`config.mk`:
```
export PLATFORM = sky130hd
export DESIGN_NAME = ring_monitor
export DESIGN_NICKNAME = d
export VERILOG_FILES = /design/src/rtl/ring_pkg.sv /design/src/rtl/ring_onehot_enc.sv /design/src/rtl/ring_monitor.sv
export SDC_FILE = /design/constraint.sdc
export NUM_CORES = 1
export LEC_CHECK = 0
export ABC_AREA = 1
export BUFFER_PORTS_ARGS = -buffer_cell sky130_fd_sc_hd__buf_2
export CORE_MARGIN = 3
export CORE_UTILIZATION = 50
export DETAILED_ROUTE_END_ITERATION = 12
export GPL_TIMING_DRIVEN = 0
export PLACE_DENSITY = 0.82
export SETUP_SLACK_MARGIN = 0.4
export SKIP_CTS_REPAIR_TIMING = 1
export SLEW_MARGIN = 20
export SYNTH_ARGS = -nofsm -noshare
export SYNTH_HDL_FRONTEND = slang
export SYNTH_SLANG_ARGS = --single-unit
export TNS_END_PERCENT = 10
```
`constraint.sdc`:
```
create_clock -name clk -period 1.39 [get_ports clk]
set_input_delay 0.2085 -clock clk [delete_from_list [all_inputs] [get_ports clk]]
set_output_delay 0.2085 -clock clk [all_outputs]
set_load 0.02 [all_outputs]
```
`src/rtl/ring_pkg.sv`:
```
`default_nettype none
// ============================================================================
// Module      : ring_pkg
// Description : Shared types, fault codes and helpers for the ring monitor.
//               - state_t : HUNT / LOCKED / FAULT
//               - ERR_*   : fault cause codes reported on err_code
//               - rotl    : one-position left rotation of a ring vector
// Revision    : 1.0 - initial release
// ============================================================================
package ring_pkg;

    typedef enum logic [1:0] {
        HUNT   = 2'd0,
        LOCKED = 2'd1,
        FAULT  = 2'd2
    } state_t;

    localparam logic [1:0] ERR_NONE   = 2'b00;
    localparam logic [1:0] ERR_ONEHOT = 2'b01;
    localparam logic [1:0] ERR_SKIP   = 2'b10;
    localparam logic [1:0] ERR_STALL  = 2'b11;

    // Rotates the low w bits of v left by one (MSB wraps to bit 0). Works on a
    // 32-bit container so a single function serves every ring width; bits at
    // and above w are returned as zero.
    function automatic logic [31:0] rotl(input logic [31:0] v, input int unsigned w);
        logic [31:0] mask;
        mask = (w >= 32) ? '1 : ((32'd1 << w) - 32'd1);
        return ((v << 1) | (v >> (w - 1))) & mask;
    endfunction

endpackage
`default_nettype wire

```
`src/rtl/ring_onehot_enc.sv`:
```
`default_nettype none
// ============================================================================
// Module      : ring_onehot_enc
// Description : Combinational one-hot checker and binary encoder.
//   vec       in  WIDTH          : vector to inspect
//   is_onehot out 1              : exactly one bit of vec is set
//   idx       out $clog2(WIDTH)  : position of the set bit (OR of all set
//                                  positions when vec is not one-hot)
// Revision    : 1.0 - initial release
// ============================================================================
module ring_onehot_enc #(
    parameter int WIDTH = 4
) (
    input  logic [WIDTH-1:0]         vec,
    output logic                     is_onehot,
    output logic [$clog2(WIDTH)-1:0] idx
);

    localparam int c_IDX_W = $clog2(WIDTH);

    // Non-zero with no second bit set: clearing the lowest set bit leaves 0.
    assign is_onehot = (vec != '0) && ((vec & (vec - WIDTH'(1))) == '0);

    always_comb begin
        idx = '0;
        for (int i = 0; i < WIDTH; i++) begin
            if (vec[i]) begin
                idx = idx | c_IDX_W'(i);
            end
        end
    end

endmodule
`default_nettype wire

```
`src/rtl/ring_monitor.sv`:
```
`default_nettype none
// ============================================================================
// Module      : ring_monitor
// Description : Checker/decoder for a one-hot ring counter. Locks on bit 0,
//               follows legal hold/advance steps, counts revolutions and
//               latches the first sequence fault until clr_err.
//   clk       in  1              : clock, rising edge
//   rst       in  1              : synchronous active-high reset
//   ring_in   in  WIDTH          : one-hot ring vector
//   clr_err   in  1              : clears a fault and returns to HUNT
//   idx       out $clog2(WIDTH)  : binary phase index
//   valid     out 1              : LOCKED and idx trustworthy
//   rev_count out REV_W          : completed revolutions (wraps)
//   rev_pulse out 1              : one cycle per MSB->bit0 step
//   err       out 1              : sticky fault flag
//   err_code  out 2              : fault cause (see ring_pkg ERR_*)
// Revision    : 1.0 - initial release
// ============================================================================
module ring_monitor
    import ring_pkg::*;
#(
    parameter int WIDTH     = 4,
    parameter int REV_W     = 8,
    parameter int STALL_MAX = 15
) (
    input  logic                     clk,
    input  logic                     rst,
    input  logic [WIDTH-1:0]         ring_in,
    input  logic                     clr_err,
    output logic [$clog2(WIDTH)-1:0] idx,
    output logic                     valid,
    output logic [REV_W-1:0]         rev_count,
    output logic                     rev_pulse,
    output logic                     err,
    output logic [1:0]               err_code
);

    localparam int                   c_IDX_W      = $clog2(WIDTH);
    localparam int                   c_STALL_W    = $clog2(STALL_MAX + 1);
    localparam logic [WIDTH-1:0]     c_BIT0       = WIDTH'(1);
    // A hold sampled while the counter already shows STALL_MAX-1 holds is
    // the STALL_MAX-th consecutive one, which is the fault point.
    localparam logic [c_STALL_W-1:0] c_STALL_LAST = c_STALL_W'(STALL_MAX - 1);

    state_t               r_state, w_state_nxt;
    logic [WIDTH-1:0]     r_prev, w_prev_nxt;
    logic [c_STALL_W-1:0] r_stall, w_stall_nxt;
    logic [c_IDX_W-1:0]   w_idx_nxt;
    logic                 w_valid_nxt;
    logic [REV_W-1:0]     w_rev_nxt;
    logic                 w_pulse_nxt;
    logic                 w_err_nxt;
    logic [1:0]           w_code_nxt;

    logic                 w_onehot;
    logic [c_IDX_W-1:0]   w_enc_idx;
    logic                 w_is_adv;

    ring_onehot_enc #(
        .WIDTH (WIDTH)
    ) u_enc (
        .vec       (ring_in),
        .is_onehot (w_onehot),
        .idx       (w_enc_idx)
    );

    // Legal advance: input equals the previous vector rotated by one.
    assign w_is_adv = (rotl(32'(r_prev), WIDTH) == 32'(ring_in));

    always_comb begin
        w_state_nxt = r_state;
        w_prev_nxt  = r_prev;
        w_stall_nxt = r_stall;
        w_idx_nxt   = idx;
        w_valid_nxt = 1'b0;
        w_rev_nxt   = rev_count;
        w_pulse_nxt = 1'b0;
        w_err_nxt   = err;
        w_code_nxt  = err_code;

        case (r_state)
            HUNT: begin
                if (ring_in == c_BIT0) begin
                    w_state_nxt = LOCKED;
                    w_idx_nxt   = '0;
                    w_valid_nxt = 1'b1;
                    w_prev_nxt  = ring_in;
                    w_stall_nxt = '0;
                end
            end
            LOCKED: begin
                if (ring_in == r_prev) begin
                    if (r_stall == c_STALL_LAST) begin
                        w_state_nxt = FAULT;
                        w_err_nxt   = 1'b1;
                        w_code_nxt  = ERR_STALL;
                    end else begin
                        w_stall_nxt = r_stall + c_STALL_W'(1);
                        w_valid_nxt = 1'b1;
                    end
                end else if (w_is_adv) begin
                    w_idx_nxt   = w_enc_idx;
                    w_prev_nxt  = ring_in;
                    w_stall_nxt = '0;
                    w_valid_nxt = 1'b1;
                    // A legal step out of the MSB can only land on bit 0.
                    if (r_prev[WIDTH-1]) begin
                        w_rev_nxt   = rev_count + REV_W'(1);
                        w_pulse_nxt = 1'b1;
                    end
                end else if (!w_onehot) begin
                    w_state_nxt = FAULT;
                    w_err_nxt   = 1'b1;
                    w_code_nxt  = ERR_ONEHOT;
                end else begin
                    w_state_nxt = FAULT;
                    w_err_nxt   = 1'b1;
                    w_code_nxt  = ERR_SKIP;
                end
            end
            FAULT: begin
                // Returning to HUNT only; locking needs a further edge.
                if (clr_err) begin
                    w_state_nxt = HUNT;
                    w_err_nxt   = 1'b0;
                    w_code_nxt  = ERR_NONE;
                end
            end
            default: begin
                w_state_nxt = HUNT;
            end
        endcase
    end

    always_ff @(posedge clk) begin
        if (rst) begin
            r_state   <= HUNT;
            r_prev    <= '0;
            r_stall   <= '0;
            idx       <= '0;
            valid     <= 1'b0;
            rev_count <= '0;
            rev_pulse <= 1'b0;
            err       <= 1'b0;
            err_code  <= ERR_NONE;
        end else begin
            r_state   <= w_state_nxt;
            r_prev    <= w_prev_nxt;
            r_stall   <= w_stall_nxt;
            idx       <= w_idx_nxt;
            valid     <= w_valid_nxt;
            rev_count <= w_rev_nxt;
            rev_pulse <= w_pulse_nxt;
            err       <= w_err_nxt;
            err_code  <= w_code_nxt;
        end
    end

endmodule
`default_nettype wire

```
# == After elaboration in Yosys (flattened, before gate mapping) ==
# Cells that the tools add are included.
# Widths: inputs -> output; s select.
# word_totals
reg_bits,25
input_bits,7
output_inout_bits,15
wordCells,81
# classes
add_sub_neg,3
eq_ne,14
muxes,38
n_bitwise,5
reduce_logical,12
# op_table
op,n
$mux 2,14
$mux 4,7
$reduce_and 4->1,5
$pmux 4 s2,2
$ne 3x3->1 const B,4
$mux 1,10
$add 8x1->8 const B,1
$eq 4x4->1,2
$ne 2x2->1 const B,4
$pmux 2 s2,2
$pmux 2 s3,1
$add 4x1->4 const B,1
$and 4x4->4,1
$eq 4x1->1 const B,1
$eq 4x4->1 const B,1
$logic_not 4->1,1
$or 4x1->4,1
$pmux 1 s2,2
$reduce_bool 2->1,2
$reduce_bool 4->1,1
$reduce_or 4->1,1
$sub 4x1->4 const B,1
$not 1->1,3
$eq 2x1->1 const B,1
3 further kinds,3

# == Longest topological paths before layout ==
# logic_depth
word_depth,8
ltp_mapped,11

# == Hierarchy ==
# Synthesis repeated with hierarchy kept, for this count alone.
# unflattened
cells_unflattened,219
area_unflattened_um2,1455.1
# modules_own_cells
mod,n_inst,cells_per_inst,area_per_inst_um2,seq_area_each_um2
ring_monitor,1,205,1397.6,500.5
ring_onehot_enc,1,14,57.6,0.0

# == Worst setup path before layout ==
# OpenSTA, ideal clock, no wires.
# synth_timing
path_type,register to register
from,register r_prev[3]
to,register rev_count[5]
setup_ps,114
t_arrival_ps,1290
slack_ps,-13
path_stages_with_launch,9
n_path_buf,0
synth_period_minus_slack_ps,1403
cell_sequence,dfxtp_1 > xnor2_1 > nand2_1 > nor2_4 > nand4_4 > inv_6 > nand3_2 > nand2_1 > nor2_2
# synth_via
elab_chain_cells,3
elab_cells_between_ends,5
cone_classes,eq/ne: 2; bitwise: 2; reduce/logical: 1
# synth_rtl
item,line_no,source
"start, declared",ring_monitor.sv:46,"logic [WIDTH-1:0] r_prev, w_prev_nxt;"
"start signal, assigned",ring_monitor.sv:148,r_prev <= w_prev_nxt;
$or 4x1->4 or $eq 4x4->1 (tied branches),"ring_pkg.sv:29, ring_monitor.sv:92",
$eq 4x4->1 or $not 1->1 (tied branches),n/a,
$reduce_and 4->1 (no line) (*),n/a,
"end signal, assigned",ring_monitor.sv:152,rev_count <= w_rev_nxt;
"end, declared",ring_monitor.sv:32,"output logic [REV_W-1:0] rev_count,"
# Every way passes the cells marked *; elsewhere a longest branch is shown, timed or not.
# A chain may end at the register's enable or synchronous reset.

# == Worst setup path after layout ==
# layout_timing
from,register r_prev[3]
to,register rev_count[6]
# The elaborated chain is that of the path after synthesis.

==> run_results.csv <==
group,metric,value,unit
run_status,status,"finished with violations",
run_status,violations,"setup timing",
yosys,ys_ff_latch,25,
hold_path,hold_start,"rst",
placed_design,numPortBuffers,21,
clocking,cts_buffer_depth,2,
worst_setup_path,timing.rr.end,"rev_count[6]$_SDFFE_PP0P_",
placed_design,post-dp-hpwl,2.23,mm
grt,antenna_found_initial,0,
sta,worst_pin_slew,586,ps
yosys,ys_warn_count,0,
drt,drt-pass1-iter-count,4,
worst_setup_path,worstPathMaxFanout,7,
yosys,synth_area,1400,um^2
sta,grt_setup_unrepaired,"yes",
yosys,synth_nets,206,
sta,fin_ws,-98.9,ps
worst_setup_path,r2r_start,"r_prev[3]$_SDFFE_PP0P_",
drt,wl_per_cell,12.9,um
power,p_leak,0.779,nW
clocking,clk_pin_slew,140,ps
worst_setup_path,worst_setup_path_start_kind,"register",
drt,ant_nets,0,
worst_setup_path,r2r_setup_slack,-100,ps
grt,grt_pass1_vias,1142,
placed_design,gp_congestion,0.828,
floorplanning,dieArea,3470,um^2
clocking,clock-sinks,25,
clocking,clkLatencyLatePin,320,ps
clocking,root_buffer,"clkbuf_4",
hold_path,hold_depth,2,
grt,grt.total_usage,18.6,%
sta,fin_crit,1490,ps
sta,hold_viol,0,
floorplanning,start_util,54.4,%
grt,grt_pass1_wl,4.98,mm
worst_setup_path,worstRegToRegCells,7,
drt,viasPerCell,5.30,
worst_setup_path,cp_data_arrival_time,1700,ps
clocking,h-tree-depth,1,
finish,multi_input_area,897,um^2
sta,drv_slew,0,
floorplanning,rows,18,
hold_path,hold_path.class,"in -> reg",
finish,area_delta_synth_final,28.2,%
finish,final.fill_count,215,
grt,grt_max_degree,15,
hold_path,whs_endpoint,"rev_count[7]$_SDFFE_PP0P_",
finish,final_layout_size_suffix_gt1_share,43.9,%
worst_setup_path,path_class,"reg -> reg",
sta,finClkSkew,1.55,ps
clocking,cts_tree,"built",
worst_setup_path,crit_start,"r_prev[3]$_SDFFE_PP0P_",
floorplanning,die_w,58.9,um
finish,n_antenna_cell,0,
placed_design,dpl_cell_area,1560,um^2
drt,wirelength,3.32,mm
sta,max-slew-margin-rel,60.9,%
power,irDropWorstVdd,0.802,mV
yosys,synth_cell_types,26,
sta,finalCritPeriodShare,107,%
sta,finalSetupTns,-676,ps
power,p_per_area,695,nW/um^2
floorplanning,ios,22,
floorplanning,die_height,58.9,um
sta,setup_violations,14,
power,total_power,0.00124,W
clocking,cts_buffers,3,
finish,nets,239,
finish,seq_area,531,um^2
worst_setup_path,required,1600,ps
sta,fmax,672,MHz
finish,final_area,1790,um^2
drt,num_vias,1367,
yosys,yosysSeqAreaShare,35.8,%
yosys,netlist_instances,196,
drt,drc,0,
floorplanning,core,2570,um^2
grt,grt_overflow,0,
worst_setup_path,endpoint_kind,"register",
run,drv_cap,0,
yosys,postSynthAreaPerCell,7.13,um^2
drt,drt_iter0_drc,33,
==> where the power goes <==
| group | total, W | switching [W] | leakage, nW | internal (W) |
|---|---|---|---|---|
| logic | 0.000178 | 0.000113 | 0.552 | 0.0000652 |
| clock network | 0.000334 | 0.000226 | 0.0177 | 0.000108 |
| registers | 0.000733 | 0.0000142 | 0.209 | 0.000718 |
| total | 0.00124 | 0.000353 | 0.779 | 0.000892 |
==> layer usage <==
metal,global-route usage (%),vias up,wire length [um]
met1,24.4,622,1440
met5,0,-,0
li1,-,689,-
met2,30.8,45,1610
met3,2.85,11,167
met4,6.80,0,98
==> flip-flops by register name, indices dropped and copies added (netlist names) <==
| name | count |
|---|---|
| r_prev | 4 |
| r_stall | 4 |
| err | 1 |
| rev_count | 8 |
| err_code | 2 |
| valid | 1 |
| r_state | 2 |
| rev_pulse | 1 |
| idx | 2 |
==> cell type report <==
class / instances / share of cell area (%)
multi-input cells: 146 / 50.1
flip-flops and latches: 25 / 29.6
repair buffers: 26 / 10.3
inverters: 24 / 5.59
well taps: 30 / 2.09
clock buffers: 3 / 1.26
plain buffers: 2 / 0.489
repair inverters: 1 / 0.349
clock inverters: 1 / 0.279
==> critical path: stages, from the launching register on <==
cell and delay (ps):
dfxtp_4 400, xnor2_2 160, nand2_1 110, nor2_4 180, nand4_4 220, buf_6 200
nand2_2 50, a21oi_2 40
==> worst max-delay path by stage <==
stage / to / slack, ps / cells after the start
detailed placement: rev_count[5]$_SDFFE_PP0P_ / -140 / 10
global route: rev_count[6]$_SDFFE_PP0P_ / -200 / 7
global placement: idx[0]$_SDFFE_PP0P_ / -100 / 10
floorplan: rev_count[5]$_SDFFE_PP0P_ / 90 / 9
finish: rev_count[6]$_SDFFE_PP0P_ / -100 / 7
CTS: rev_count[5]$_SDFFE_PP0P_ / -90 / 9
==> cells in the final DEF (no fill, tap or decap), types with 4 or more instances in the layout <==
cell | synthesis | routed
nand2_2 | 6 | 17
xor2_1 | 5 | 5
buf_4 | 0 | 4
nor2_2 | 1 | 8
nor2_1 | 32 | 25
buf_2 | 0 | 15
nand3_2 | 3 | 4
a21oi_2 | 8 | 10
buf_6 | 0 | 7
nand3_1 | 9 | 7
dfxtp_1 | 25 | 15
a21oi_1 | 7 | 5
inv_2 | 3 | 6
o21ai_0 | 6 | 4
o21ai_1 | 7 | 8
dfxtp_4 | 0 | 7
nand2_1 | 44 | 34
inv_1 | 20 | 16
==> kinds of logic after synthesis <==
family                   after synthesis  share of synthesized area [%]
flip-flops                            25                           35.8
AND/OR/NAND/NOR                      107                           37.5
XOR/XNOR                               7                           4.39
buffers and inverters                 26                           7.43
AO/OA/AOI/OAI                         28                           12.2
adder cells (fa/ha/maj)                3                           2.69
==> through the flow <==
stage | setup WS (ps) | utilization (%) | cells | hold WS [ps]
after detailed placement | -139 | 60.9 | 247 | 458
final | -98.9 | 69.8 | 258 | 118
after global routing | -202 | 69.8 | 258 | 111
after CTS | -87.5 | 62.0 | 251 | 95.4
after floorplan | 85.5 | - | 196 | 271
after global placement | -102 | 60.9 | 247 | 460
==> Yosys cell counts <==
master	count	share of area [%]
ha_1	3	2.7
a21oi_2	8	5.0
nor2_4	3	2.4
o21ai_0	6	2.1
nand4_4	1	1.5
inv_1	20	5.4
nor2_1	32	8.6
nor4_1	1	0.45
a21oi_1	7	2.5
nor2_2	1	0.45
nand3b_1	1	0.54
dfxtp_1	25	36
inv_2	3	0.81
xnor2_1	2	1.3
nand2_2	6	2.7
nand3_1	9	3.2
nand2_1	44	12
o21ai_1	7	2.5
clkbuf_1	1	0.27
nand4_1	2	0.90
clkbuf_2	1	0.36
nand3_2	3	2.1
nand2_4	3	2.4
nor3_1	1	0.36
inv_6	1	0.63
xor2_1	5	3.1
Note: power is estimated with default switching activity, not from simulation.
